[src/rtl/codec_config_sequencer_pkg.sv]
// Shared types and the WM8731 microphone-capture write table.
package codec_cfg_pkg;

  typedef enum logic [2:0] {
    StIdle,
    StLoad,
    StSend,
    StWaitAck,
    StGap,
    StDone,
    StError
  } cfg_state_t;

  // 7-bit I2C address of the WM8731 (8'h34 on the wire for a write).
  localparam logic [6:0] WM8731_DEV_ADDR = 7'h1A;

  localparam int unsigned CFG_TABLE_LEN = 9;

  // Packs to the 16-bit command word {addr, data}.
  typedef struct packed {
    logic [6:0] addr;
    logic [8:0] data;
  } cfg_entry_t;

  localparam cfg_entry_t WM8731_CFG_TABLE [CFG_TABLE_LEN] = '{
    '{addr: 7'd15, data: 9'h000},  // reset
    '{addr: 7'd0,  data: 9'h017},  // left line-in level
    '{addr: 7'd1,  data: 9'h017},  // right line-in level
    '{addr: 7'd4,  data: 9'h015},  // mic select, boost, bypass off
    '{addr: 7'd5,  data: 9'h000},  // digital path
    '{addr: 7'd6,  data: 9'h000},  // power up all
    '{addr: 7'd7,  data: 9'h042},  // master, I2S, 16-bit
    '{addr: 7'd8,  data: 9'h000},  // sampling control
    '{addr: 7'd9,  data: 9'h001}   // active
  };

endpackage

[src/rtl/codec_config_sequencer_if.sv]
// Command/result handshake between the config sequencer and the i2c_master.
interface codec_config_sequencer_if;
  logic        cmd_valid;
  logic        cmd_ready;
  logic [6:0]  cmd_dev_addr;
  logic [15:0] cmd_word;
  logic        ack_valid;
  logic        ack_nack;

  modport master (
    output cmd_valid,
    output cmd_dev_addr,
    output cmd_word,
    input  cmd_ready,
    input  ack_valid,
    input  ack_nack
  );

  modport slave (
    input  cmd_valid,
    input  cmd_dev_addr,
    input  cmd_word,
    output cmd_ready,
    output ack_valid,
    output ack_nack
  );
endinterface

[src/rtl/codec_config_sequencer_wait_timer.sv]
// Loadable down-counter used for both the inter-write gap and the ACK timeout.
module cfg_wait_timer #(
  parameter int unsigned Width = 8
) (
  input  logic             clk,
  input  logic             reset_n,
  input  logic             load_i,
  input  logic [Width-1:0] load_val_i,
  output logic [Width-1:0] value_o,
  output logic             expired_o
);

  logic [Width-1:0] count_q;

  // Load takes priority; otherwise count down and park at zero.
  always_ff @(posedge clk) begin
    if (!reset_n) begin
      count_q <= '0;
    end else if (load_i) begin
      count_q <= load_val_i;
    end else if (count_q != '0) begin
      count_q <= count_q - 1'b1;
    end
  end

  assign value_o   = count_q;
  assign expired_o = (count_q == '0);

endmodule

[src/rtl/codec_config_sequencer.sv]
// Walks the WM8731 write table, issuing one command per entry to the i2c_master,
// retrying on NACK/timeout and reporting done or error.
module codec_config_sequencer
  import codec_cfg_pkg::*;
#(
  parameter int unsigned NUM_WRITES     = CFG_TABLE_LEN,
  parameter int unsigned MAX_RETRIES    = 3,
  parameter int unsigned GAP_CYCLES     = 4,
  parameter int unsigned TIMEOUT_CYCLES = 64
) (
  input  logic                      clk,
  input  logic                      reset_n,
  input  logic                      start,
  codec_config_sequencer_if.master  bus,
  output logic                      busy,
  output logic                      done,
  output logic                      error,
  output logic [3:0]                entry_idx,
  output logic [1:0]                retry_cnt
);

  localparam int unsigned TimerWidth = 8;
  // A load of N-1 expires on the Nth cycle after the load edge.
  localparam logic [TimerWidth-1:0] TimeoutLoad = TimerWidth'(TIMEOUT_CYCLES - 1);
  localparam logic [TimerWidth-1:0] GapLoad     = TimerWidth'(GAP_CYCLES - 1);
  localparam logic [3:0]            LastIdx     = 4'(NUM_WRITES - 1);

  cfg_state_t      state_q;
  logic            cmd_valid_q;
  logic [15:0]     cmd_word_q;
  logic            busy_q;
  logic            done_q;
  logic            error_q;
  logic [3:0]      entry_idx_q;
  logic [1:0]      retry_cnt_q;
  logic            success_q;
  logic            auto_start_q;

  logic                  timer_load;
  logic [TimerWidth-1:0] timer_load_val;
  logic [TimerWidth-1:0] unused_timer_value;
  logic                  timer_expired;

  logic ack_ok;
  logic attempt_failed;

  // ack_valid outranks a timeout landing on the same cycle.
  assign ack_ok         = bus.ack_valid & ~bus.ack_nack;
  assign attempt_failed = bus.ack_valid ? bus.ack_nack : timer_expired;

  cfg_wait_timer #(
    .Width (TimerWidth)
  ) u_wait_timer (
    .clk        (clk),
    .reset_n    (reset_n),
    .load_i     (timer_load),
    .load_val_i (timer_load_val),
    .value_o    (unused_timer_value),
    .expired_o  (timer_expired)
  );

  // Arm the timeout on command acceptance and the gap on any write result.
  always_comb begin
    timer_load     = 1'b0;
    timer_load_val = '0;
    if (state_q == StSend && bus.cmd_ready) begin
      timer_load     = 1'b1;
      timer_load_val = TimeoutLoad;
    end else if (state_q == StWaitAck && (bus.ack_valid || timer_expired)) begin
      timer_load     = 1'b1;
      timer_load_val = GapLoad;
    end
  end

  // Sequencer FSM with registered outputs.
  always_ff @(posedge clk) begin
    if (!reset_n) begin
      state_q      <= StIdle;
      cmd_valid_q  <= 1'b0;
      cmd_word_q   <= '0;
      busy_q       <= 1'b0;
      done_q       <= 1'b0;
      error_q      <= 1'b0;
      entry_idx_q  <= '0;
      retry_cnt_q  <= '0;
      success_q    <= 1'b0;
      // First cycle out of reset acts as a start so the codec configures at power-up.
      auto_start_q <= 1'b1;
    end else begin
      auto_start_q <= 1'b0;
      unique case (state_q)
        StIdle, StDone, StError: begin
          if (start || auto_start_q) begin
            done_q      <= 1'b0;
            error_q     <= 1'b0;
            entry_idx_q <= '0;
            retry_cnt_q <= '0;
            busy_q      <= 1'b1;
            state_q     <= StLoad;
          end
        end
        StLoad: begin
          cmd_word_q  <= WM8731_CFG_TABLE[entry_idx_q];
          cmd_valid_q <= 1'b1;
          state_q     <= StSend;
        end
        StSend: begin
          if (bus.cmd_ready) begin
            cmd_valid_q <= 1'b0;
            state_q     <= StWaitAck;
          end
        end
        StWaitAck: begin
          if (ack_ok) begin
            retry_cnt_q <= '0;
            success_q   <= 1'b1;
            state_q     <= StGap;
          end else if (attempt_failed) begin
            if (32'(retry_cnt_q) < MAX_RETRIES) begin
              retry_cnt_q <= retry_cnt_q + 2'd1;
              success_q   <= 1'b0;
              state_q     <= StGap;
            end else begin
              error_q <= 1'b1;
              busy_q  <= 1'b0;
              state_q <= StError;
            end
          end
        end
        StGap: begin
          if (timer_expired) begin
            if (success_q && entry_idx_q == LastIdx) begin
              done_q  <= 1'b1;
              busy_q  <= 1'b0;
              state_q <= StDone;
            end else begin
              if (success_q) begin
                entry_idx_q <= entry_idx_q + 4'd1;
              end
              state_q <= StLoad;
            end
          end
        end
        default: state_q <= StIdle;
      endcase
    end
  end

  assign bus.cmd_valid    = cmd_valid_q;
  assign bus.cmd_word     = cmd_word_q;
  assign bus.cmd_dev_addr = WM8731_DEV_ADDR;
  assign busy             = busy_q;
  assign done             = done_q;
  assign error            = error_q;
  assign entry_idx        = entry_idx_q;
  assign retry_cnt        = retry_cnt_q;

endmodule

[src/flat_wrapper.sv]
// flat-port wrapper written by rule: the top's interface ports become plain ports
module codec_config_sequencer_flat import codec_cfg_pkg::*;
#(
  parameter int unsigned NUM_WRITES     = CFG_TABLE_LEN,
  parameter int unsigned MAX_RETRIES    = 3,
  parameter int unsigned GAP_CYCLES     = 4,
  parameter int unsigned TIMEOUT_CYCLES = 64
)
  (clk, reset_n, start, busy, done, error, entry_idx, retry_cnt, bus_cmd_valid, bus_cmd_dev_addr, bus_cmd_word, bus_cmd_ready, bus_ack_valid, bus_ack_nack);
  codec_config_sequencer_if bus_i ();
  input  logic clk;
  input  logic reset_n;
  input  logic start;
  output logic busy;
  output logic done;
  output logic error;
  output logic [3:0] entry_idx;
  output logic [1:0] retry_cnt;
  output wire logic [$bits(bus_i.cmd_valid)-1:0] bus_cmd_valid;
  output wire logic [$bits(bus_i.cmd_dev_addr)-1:0] bus_cmd_dev_addr;
  output wire logic [$bits(bus_i.cmd_word)-1:0] bus_cmd_word;
  input wire logic [$bits(bus_i.cmd_ready)-1:0] bus_cmd_ready;
  input wire logic [$bits(bus_i.ack_valid)-1:0] bus_ack_valid;
  input wire logic [$bits(bus_i.ack_nack)-1:0] bus_ack_nack;
  assign bus_cmd_valid = bus_i.cmd_valid;
  assign bus_cmd_dev_addr = bus_i.cmd_dev_addr;
  assign bus_cmd_word = bus_i.cmd_word;
  assign bus_i.cmd_ready = bus_cmd_ready;
  assign bus_i.ack_valid = bus_ack_valid;
  assign bus_i.ack_nack = bus_ack_nack;
  codec_config_sequencer #(.NUM_WRITES(NUM_WRITES), .MAX_RETRIES(MAX_RETRIES), .GAP_CYCLES(GAP_CYCLES), .TIMEOUT_CYCLES(TIMEOUT_CYCLES)) u_core (.clk(clk), .reset_n(reset_n), .start(start), .bus(bus_i), .busy(busy), .done(done), .error(error), .entry_idx(entry_idx), .retry_cnt(retry_cnt));
endmodule
[config.mk]
export PLATFORM = sky130hd
export DESIGN_NAME = codec_config_sequencer_flat
export DESIGN_NICKNAME = d
export VERILOG_FILES = /design/src/rtl/codec_config_sequencer_pkg.sv /design/src/rtl/codec_config_sequencer_if.sv /design/src/rtl/codec_config_sequencer_wait_timer.sv /design/src/rtl/codec_config_sequencer.sv /design/src/flat_wrapper.sv
export SDC_FILE = /design/constraint.sdc
export NUM_CORES = 1
export LEC_CHECK = 0
export CAP_MARGIN = 20
export CORE_MARGIN = 4
export CORE_UTILIZATION = 45
export DETAILED_ROUTE_END_ITERATION = 7
export GPL_ROUTABILITY_DRIVEN = 0
export PLACE_DENSITY = 0.81
export SYNTH_ARGS = -nofsm -noshare
export SYNTH_HDL_FRONTEND = slang
export SYNTH_SLANG_ARGS = --single-unit
[constraint.sdc]
create_clock -name clk -period 1.87 [get_ports clk]
set_input_delay 0.561 -clock clk [delete_from_list [all_inputs] [get_ports clk]]
set_output_delay 0.561 -clock clk [all_outputs]
set_load 0.1 [all_outputs]
==> run_results.csv <==
group,metric,value,unit
run_status,status,"complete, no violations",
worst_setup_path,r2r_slack,0.09,ns
worst_setup_path,reg2reg_depth,8,
placement,dp_cells,311,
routing,wl,4.60,mm
cts,htreeDepth,2,
synthesis,ys_seq_elements,31,
synthesis,syn_inst,216,
timing,tns,0,ns
synthesis,yosysMostFrequentCell,"dfxtp_1",
synthesis,synth_commonest_cells,"dfxtp_1, nor2_1, buf_4, nand2_1, a21oi_1",
placement,hpwl,3.38,mm
floorplan,coreArea,0.00377,mm²
worst_setup_path,critPathKind,"flop to flop",
worst_setup_path,setup.worst_path.end,"u_core.entry_idx[3]",
worst_setup_path,cp.required,2.05,ns
cts,cts_made_buffers,5,
timing,period_share,95.3,%
routing,firstDrtPassIters,4,
routing,wire_per_inst,14.3,µm
worst_setup_path,cp-end-kind,"flop",
floorplan,die-area,0.00507,mm²
floorplan,fp.dieW,71.2,µm
synthesis,async_flop_share,0,%
synthesis,ys_types,48,
power_and_ir_drop,p_seq_share,25.8,%
worst_setup_path,path_max_fanout,3,
placement,dpl-instance-area,0.00245,mm²
routing,drc,0,
synthesis,synth_area_leader_cell,"dfxtp_1",
synthesis,synth_flop_cell,"dfxtp_1",
global_routing,grt_max_degree,16,
timing,tightest_slew,0.521,ns
worst_setup_path,r2r-end,"u_core.entry_idx[3]",
floorplan,die_h,71.2,µm
job,maxCapViolations,0,
layout,fin_util,68.9,%
floorplan,rows,22,
synthesis,ys_seq_area_share,34.5,%
placement,portBuffers,24,
synthesis,yosysWarningCount,0,
routing,drt_iter0_markers,98,
synthesis,synth_edf_count,0,
layout,nets,286,
routing,ant_nets,0,
floorplan,num_io_pins,39,
power_and_ir_drop,intPower,2.01,mW
timing,clock_skew,0.00603,ns
power_and_ir_drop,switchingPower,1.56,mW
worst_setup_path,startpoint,"u_core.u_wait_timer.value_o[0]",
layout,drive_gt1_share,29.7,%
synthesis,synth.cell_area,0.00180,mm²
power_and_ir_drop,p_comb_share,57.9,%
layout,fin_area,0.00260,mm²
worst_setup_path,setup.worst_path.start_class,"flop",
timing,fmax,561,MHz
timing,period_minus_slack,1.78,ns
power_and_ir_drop,max-vdd-ir-drop,0.763,mV
hold_path,hp-class,"flop to flop",
cts,cts_root_buffer,"clkbuf_8",
hold_path,hp-start,"u_core.bus.cmd_valid",
timing,final_max_slew_viol_count,0,
global_routing,grt_usage,18.9,%
global_routing,antenna_found_initial,0,
worst_setup_path,rr_startpoint,"u_core.u_wait_timer.value_o[0]",
synthesis,synth_top_area_share,34.5,%
power_and_ir_drop,powerDensity,1370,mW/mm²
timing,hold_viol,0,
layout,instances_no_fill,321,
power_and_ir_drop,clockPowerShare,16.3,%
cts,holdBufCountCts,0,
power_and_ir_drop,p_leak,1.10,nW
global_routing,gr-total-overflow,0,
cts,tritoncts,"yes",
routing,via_count,1695,
floorplan,start_util,47.7,%
worst_setup_path,critPathArrivalTime,1.96,ns
cts,cts.clk_slew.worst_paths,0.06,ns
synthesis,synthTopCellsByArea,"dfxtp_1, buf_4, nor2_1",
timing,slew_headroom,65.2,%
layout,antenna_cells,0,
cts,cts.sinks,31,
global_routing,grt_pass1_vias,1646,
global_routing,grt_pass1_wl,7.63,mm
power_and_ir_drop,switching_share,43.7,%
timing,holdWs,0.505,ns
cts,clockBufferDepth,2,
routing,viasPerCell,5.28,
cts,insertion_delay,0.29,ns
synthesis,synth_area_per_cell,8.32,µm²
timing,finalSetupViolCount,0,
layout,area_growth,44.5,%
cell families (layout without fill, tap and decap cells):
kind of cell / Yosys count / in the layout / share of synthesized area [%]
other: 2 / 14 / 0.418
buffers and inverters: 31 / 76 / 9.88
muxes: 2 / 2 / 1.11
xor gates and xnor gates: 9 / 9 / 4.38
and+or+nand+nor: 89 / 89 / 25.5
adders and majority gates: 8 / 8 / 5.98
DFF: 31 / 31 / 34.5
AOI/OAI and AO/OA: 44 / 44 / 18.2
routing by layer:
layer | vias up | GRT usage, % | share of wire, %
met4 | 0 | 8.56 | 1.8
met2 | 40 | 31.0 | 51
met5 | - | 0 | 0
li1 | 835 | - | -
met1 | 810 | 22.3 | 42
met3 | 10 | 6.31 | 5.1
stage by stage:
stage          total power, mW  worst slack [ns]
2_1_floorplan             2.22            0.0348
3_3_place_gp              2.84            -0.126
3_5_place_dp              2.90            -0.220
4_1_cts                   3.53            0.0328
5_1_grt                   3.79           -0.0402
6_report                  3.57            0.0878
sequential cells by signal (all words and copies together) (netlist names), 2 cells and up:
register,cells
u_core.bus.cmd_word,8
u_core.entry_idx,4
u_core.retry_cnt,2
u_core.state_q,3
u_core.u_wait_timer.value_o,8
worst min-delay path by stage:
stage / endpoint / cells past startpoint / slack (ns)
3_3_place_gp: u_core.bus.cmd_valid / 2 / 0.48
3_5_place_dp: u_core.bus.cmd_valid / 2 / 0.50
6_report: u_core.bus.cmd_valid / 2 / 0.51
5_1_grt: u_core.bus.cmd_valid / 2 / 0.53
2_1_floorplan: u_core.success_q / 2 / 0.46
4_1_cts: u_core.bus.cmd_valid / 2 / 0.51
cell type report:
cell class	instances	area [µm²]
inverter	8	30.0
tap	48	60.1
clock buffer	8	100
timing repair buffer	60	701
fill	295	1170
sequential	31	632
multi-input combinational	166	1080
timing repair:
| item | 4_1_cts | 5_1_grt |
|---|---|---|
| pin swaps | 0 | 3 |
| resized for setup | 4 | 5 |
| setup buffers | 0 | 2 |
| setup endpoints to repair | 8 | 11 |
critical path, cell delays in order, from the launching register on:
cell     delay (ns)
dfxtp_1        0.32
inv_1          0.08
ha_1           0.17
nor3b_2        0.24
a41oi_2        0.19
buf_4          0.18
nor4_2         0.28
xnor2_1        0.16
nor2_1         0.06
power groups by stage:
stage / sequential, mW / combinational [mW] / clock [mW]
floorplan: 1.27 / 0.945 / 0
global placement: 0.921 / 1.91 / 0
detailed placement: 0.928 / 1.97 / 0
CTS: 0.917 / 2.01 / 0.598
global route: 0.938 / 2.22 / 0.636
finish: 0.919 / 2.06 / 0.582
cells in the final DEF, fill, tap and decap left out, drive strengths merged, types with 3 or more instances in the layout:
master and n:
o21a 4, conb 14, buf 55, ha 7, clkdlybuf4s50 5, a21oi 13
inv 8, nor3 10, xnor2 6, nor4 3, nand2 16, xor2 3
dfxtp 31, o21ai 8, clkbuf 8, and2 5, nand3 10, nor2 25
a211oi 3, nand2b 6
Power figures use the tool's default switching activity.
